`src/rtl/debounce_pkg.sv`:
```
// Shared types and default sizing for the input debouncer and its synchronizer.
package debounce_pkg;

  typedef enum logic {
    STABLE  = 1'b0,
    PENDING = 1'b1
  } db_state_t;

  localparam int SYNC_STAGES_DEF     = 2;
  localparam int DEBOUNCE_CYCLES_DEF = 4;

endpackage

```
`src/rtl/sync_chain.sv`:
```
// Multi-flop synchronizer for a single asynchronous input; output is the last stage.
module sync_chain #(
  parameter int STAGES = 2
) (
  input  logic clk,
  input  logic rst,
  input  logic d_in,
  output logic d_out
);

  if (STAGES < 2) begin : g_bad_stages
    $fatal(1, "sync_chain: STAGES must be >= 2");
  end

  logic [STAGES-1:0] sync_q;

  always_ff @(posedge clk or posedge rst) begin
    if (rst) begin
      sync_q <= '0;
    end else begin
      sync_q <= {sync_q[STAGES-2:0], d_in};
    end
  end

  assign d_out = sync_q[STAGES-1];

endmodule

```
`src/rtl/debounce_sync.sv`:
```
// Synchronizes a raw async line, then only lets a level change through once it has
// disagreed with the current output for DEBOUNCE_CYCLES consecutive samples.
module debounce_sync
  import debounce_pkg::*;
#(
  parameter int SYNC_STAGES     = SYNC_STAGES_DEF,
  parameter int DEBOUNCE_CYCLES = DEBOUNCE_CYCLES_DEF
) (
  input  logic clk,
  input  logic rst,
  input  logic d_async,
  output logic q,
  output logic qbar,
  output logic rise,
  output logic fall,
  output logic busy
);

  localparam int CNT_W = $clog2(DEBOUNCE_CYCLES + 1);

  if (DEBOUNCE_CYCLES < 1) begin : g_bad_cycles
    $fatal(1, "debounce_sync: DEBOUNCE_CYCLES must be >= 1");
  end

  logic             d_s;
  db_state_t        state_q, state_d;
  logic [CNT_W-1:0] cnt_q, cnt_d;
  logic             q_q, q_d;
  logic             qbar_q, qbar_d;
  logic             rise_q, rise_d;
  logic             fall_q, fall_d;
  logic             flip;

  sync_chain #(
    .STAGES(SYNC_STAGES)
  ) u_sync (
    .clk  (clk),
    .rst  (rst),
    .d_in (d_async),
    .d_out(d_s)
  );

  // Mismatch is always judged against the current q, so a reversal cancels the run.
  always_comb begin
    state_d = state_q;
    cnt_d   = cnt_q;
    flip    = 1'b0;
    case (state_q)
      STABLE: begin
        if (d_s != q_q) begin
          if (DEBOUNCE_CYCLES == 1) begin
            flip = 1'b1;
          end else begin
            state_d = PENDING;
            cnt_d   = CNT_W'(1);
          end
        end
      end
      PENDING: begin
        if (d_s == q_q) begin
          state_d = STABLE;
          cnt_d   = '0;
        end else if (cnt_q == CNT_W'(DEBOUNCE_CYCLES - 1)) begin
          flip    = 1'b1;
          state_d = STABLE;
          cnt_d   = '0;
        end else begin
          cnt_d = cnt_q + CNT_W'(1);
        end
      end
      default: begin
        state_d = STABLE;
        cnt_d   = '0;
      end
    endcase

    q_d    = flip ? ~q_q : q_q;
    qbar_d = flip ? q_q : qbar_q;
    rise_d = flip & ~q_q;
    fall_d = flip & q_q;
  end

  always_ff @(posedge clk or posedge rst) begin
    if (rst) begin
      state_q <= STABLE;
      cnt_q   <= '0;
      q_q     <= 1'b0;
      qbar_q  <= 1'b1;
      rise_q  <= 1'b0;
      fall_q  <= 1'b0;
    end else begin
      state_q <= state_d;
      cnt_q   <= cnt_d;
      q_q     <= q_d;
      qbar_q  <= qbar_d;
      rise_q  <= rise_d;
      fall_q  <= fall_d;
    end
  end

  assign q    = q_q;
  assign qbar = qbar_q;
  assign rise = rise_q;
  assign fall = fall_q;
  assign busy = (state_q == PENDING);

endmodule

```
`config.mk`:
```
export PLATFORM = sky130hd
export DESIGN_NAME = debounce_sync
export DESIGN_NICKNAME = d
export VERILOG_FILES = /design/src/rtl/debounce_pkg.sv /design/src/rtl/sync_chain.sv /design/src/rtl/debounce_sync.sv
export SDC_FILE = /design/constraint.sdc
export NUM_CORES = 1
export LEC_CHECK = 0
export CORE_AREA = 10 10 47 49
export CTS_CLUSTER_SIZE = 10
export DETAILED_ROUTE_END_ITERATION = 10
export DIE_AREA = 0 0 57 59
export HOLD_SLACK_MARGIN = 0.02
export PLACE_DENSITY = 0.62
export SYNTH_ARGS = -nofsm -noshare
export SYNTH_HDL_FRONTEND = slang
export SYNTH_HIERARCHICAL = 1
export SYNTH_SLANG_ARGS = --single-unit
export TNS_END_PERCENT = 1
```
`constraint.sdc`:
```
create_clock -name clk -period 3.4 [get_ports clk]
set_input_delay 0.68 -clock clk [delete_from_list [all_inputs] [get_ports clk]]
set_output_delay 0.68 -clock clk [all_outputs]
set_load 0.05 [all_outputs]
```
[Yosys cells after proc, flatten, opt, wreduce, memory -nomap -nowiden]
Index checks and enable logic that the tools add are counted.
Storage, ports and cells
  register bits: 10
  bits of input ports: 3
  output and inout port bits: 5
  logic and storage cells: 27
Operators by class
  add/subtract/negate cells: 1
  eq/ne operators: 4
  muxes and demuxes: 11
  bitwise operators: 4
Operators with widths (count)
  3-bit 2-to-1 mux: 3
  1-bit 2-to-1 mux: 6
  3-bit one-hot mux with 2 select lines: 1
  3-bit by 1-bit adder with 3-bit output (second input constant): 1
  3-bit by 2-bit equality test with 1-bit output (second input constant): 1
  1-bit AND: 2
  2-bit != test (second input constant): 1
  1-bit inverter: 2
  1-bit one-hot mux with 2 select lines: 1
  1-bit equality test: 1
  1-bit != test: 1

[Logic depth before layout (Yosys ltp)]
  depth after elaboration: 5
  mapped depth: 4
  depth with buffers taken out: 4

[By module]
Netlist, hierarchy kept.
Modules (own cells, without submodules)
  debounce_sync: times used 1, cells each 29, area an instance 350.3 um^2, seq. area each 201.4 um^2
  sync_chain: times used 1, cells each 3, area an instance 53.8 um^2, seq. area each 50.0 um^2

[Least setup slack after synthesis]
No wires, ideal clock.
  kind: reg2out
  start: register q_q, in the netlist q
  end: output port q
  arrival: 689 ps
  data required time: 2720 ps
  setup slack: 2031 ps
  stages on the path, launching flop included: 1
  buffers on the path: 0
  path through: dfrtp_1
RTL lines
  start: declaration: line debounce_sync.sv:28  | logic q_q, q_d;
  start signal: assignment: line debounce_sync.sv:94  | q_q <= q_d;
  end: declaration: line debounce_sync.sv:12  | output logic q,
No word-level cell between the ends.

[Final worst setup path]
  start: register qbar_q, in the netlist qbar
  end: output port qbar
RTL lines
  start: declaration: line debounce_sync.sv:29  | logic qbar_q, qbar_d;
  start signal: assignment: line debounce_sync.sv:95  | qbar_q <= qbar_d;
  end: declaration: line debounce_sync.sv:13  | output logic qbar,
No word-level cell between the ends.

==> results.cfg <==
[global_route]
grt_max_degree = 9
grt_antenna_before_repair = 0
grt_pass1_wl_um = 1270
grt_usage = 0.0514
grt_pass1_vias = 295
grt_overflow = 0

[floorplan]
num_io_pins = 8
die_y_um = 59
start_util = 0.288
die_area_um2 = 3360
coreArea_um2 = 1400
die_w_um = 57
num_rows = 14

[placement]
dp.cells = 55
gp_congestion = 0.648
dp_hpwl_um = 504
portBuffers = 7

[sta]
worst_slew_pin_slew_ns = 0.501
rsz0062_at_grt = no
holdWs_ns = 0.369
fmax_ghz = 0.439
hold_violations = 0
fin_setup_tns_ns = 0
fin_crit_sh = 0.670
slew_violations = 0
finClkSkew_ns = 0.00122
maxSlewHeadroom = 0.665
post-route-min-period_ns = 2.28
finalSetupViolCount = 0

[critical_path]
rrSetupSlack_ns = 2.24
path_delay_family = buffers and inverters
start_kind = register
cp.buffers_inverters = 1
crit_chain = clkdlybuf4s50_1
critPathSlowestCell = clkdlybuf4s50_1
r2r_start = cnt_q[0]$_DFFE_PP0P_
r2r_end = qbar$_DFFE_PP1P_
r2r_cells = 4
cp-end-kind = output port
cpPeakStageDelay_ns = 0.80
crit_cells = 1
arrival_ns = 1.60
path_max_fanout = 3
critPathKind = register to output port
required_ns = 2.72

[min_path]
min_path_type = register to register
hold-path-endpoint = u_sync/sync_q[1]$_DFF_PP0_
min_path_cells = 0
hold_start = u_sync/sync_q[0]$_DFF_PP0_

[cells_and_area]
nFillCells = 145
nets = 48
antennaDiodeCount = 0
stdcell_count = 59
final_layout_size_suffix_gt1_frac = 0.209
multiInputGateArea_um2 = 141
final-seq-area_um2 = 251
synthToLayoutAreaGrowth_pct = 31.3

[power_and_ir_drop]
power.leakage_nw = 0.264
pwr-share-seq = 0.402
swShare = 0.362
max-vdd-ir-drop_mv = 0.342
power_w = 0.000426
combPwrFrac = 0.350
power_per_cell_area_nw_per_um2 = 804
p_switching_w = 0.000154
internal-power_w = 0.000272
p_clk_frac = 0.248

[clocking]
cts_max_level = 1
ctsResizeCount = 0
cts_hold_buffers = 0
cts_buffer_depth = 2
clkTransAtPathRegs_ns = 0.06
clock-sinks = 10
clock_latency_ns = 0.26
cts_inserted_buffers = 3
cts_tree = done
postCtsSetupBuffers = 0
cts-root-buf = clkbuf_4

[drt]
ant_nets = 0
drt_iter0_drc = 3
dr_total_vias = 265
drcViolationCount = 0
first_pass_iters = 4
drt_wl_total_um = 664
avgViaCountPerCell = 4.49
avgRoutedWirePerCell_um = 11.3

[logic_synthesis]
yosys.area.top_type = dfrtp_1
synth_top_family_by_area = simple AND/OR/NAND/NOR gates
synth-compound-area-share = 0.0929
yosysMostFrequentCell = dfrtp_1
synthAdderAreaFrac = 0.0310
synthTopCellsByArea = dfrtp_1 (56%), dfstp_2 (6.5%), xor2_2 (4.0%), o21ai_0 (3.7%), a21o_1 (3.7%)
ys_ff_latch = 10
ys.flop_type = dfrtp_1
synth_area_um2 = 404
syn_nets = 36
postSynthCellCount = 32
netlist.area_leader.share = 0.557
synth_simple_gate_area_frac = 0.186
ys_seq_area_frac = 0.622
yosys_warnings = 6
yosys-top-cells-count = dfrtp_1 (9), inv_1 (3), o21ai_0 (3)
synth_xor_area_frac = 0.0402
synth.area.mux_share = 0
async_flop_share = 1.00
synth_area_per_cell_um2 = 12.6
synth_cell_type_count = 17
synth_edf_count = 0

[outcome]
outcome = completed

[flow_run]
cap_violations = 0
area by class of cell:
cell class | instances | share of cell area
flip-flops and latches | 10 | 0.474
multi-input cells | 19 | 0.267
inverters | 3 | 0.0212
well taps | 16 | 0.0377
repair buffers | 7 | 0.132
clock buffers | 4 | 0.0684
through the flow:
step                      instance area (um^2)   util  worst slack (ns)
after CTS                                  531  0.379              1.11
after floorplan                            404      -              2.03
after global routing                       531  0.379              1.08
after global placement                     494  0.353              1.41
after detailed placement                   494  0.353              1.40
final                                      531  0.379              1.12
placed cells by master (no fill, tap or decap):
cell and instances:
inv_1 3, nor3b_2 1, ha_1 1, and4b_1 1
clkdlybuf4s50_1 7, nor3_1 1, and3_2 1, nand2_1 2
dfrtp_1 9, nor2b_1 1, clkbuf_4 3, a21o_1 2
xor2_2 1, nand3b_1 2, o21ai_0 3, nor2_1 1
o21a_1 1, clkbuf_8 1, dfstp_2 1, and2_2 1
sequential cells by signal (all words and copies together), names as in the netlist:
name           count
cnt_q              3
u_sync/sync_q      2
busy               1
fall               1
q                  1
qbar               1
rise               1
how the worst max path moves through the flow:
stage	startpoint	endpoint	slack, ns
3_5_place_dp	qbar$_DFFE_PP1P_	qbar	1.40
5_1_grt	qbar$_DFFE_PP1P_	qbar	1.08
6_report	qbar$_DFFE_PP1P_	qbar	1.12
2_1_floorplan	q$_DFFE_PP0P_	q	2.03
4_1_cts	qbar$_DFFE_PP1P_	qbar	1.11
3_3_place_gp	qbar$_DFFE_PP1P_	qbar	1.41
power groups by stage:
stage	clock network, W	logic [W]	registers [W]
after detailed placement	0	0.000152	0.000175
after global placement	0	0.000150	0.000174
final	0.000106	0.000149	0.000171
after CTS	0.000110	0.000152	0.000172
after global routing	0.000116	0.000166	0.000178
after floorplan	0	0.0000592	0.000220
cell families (layout without fill, tap and decap cells):
| kind of cell | Yosys count | in the layout |
|---|---|---|
| AO/OA/AOI/OAI | 6 | 6 |
| XOR/XNOR | 1 | 1 |
| adder cells (fa/ha/maj) | 1 | 1 |
| AND/OR/NAND/NOR | 11 | 11 |
| buffers and inverters | 3 | 14 |
| flip-flops | 10 | 10 |
metal layers:
metal | up-vias | wire, um | part of all wire | track usage
li1 | 129 | - | - | -
met1 | 124 | 280 | 0.42 | 0.0510
met2 | 7 | 304 | 0.46 | 0.0729
met3 | 5 | 47 | 0.071 | 0.0300
met4 | 0 | 32 | 0.048 | 0.0503
met5 | - | 0 | 0 | 0
(Power assumes the default switching activity.)
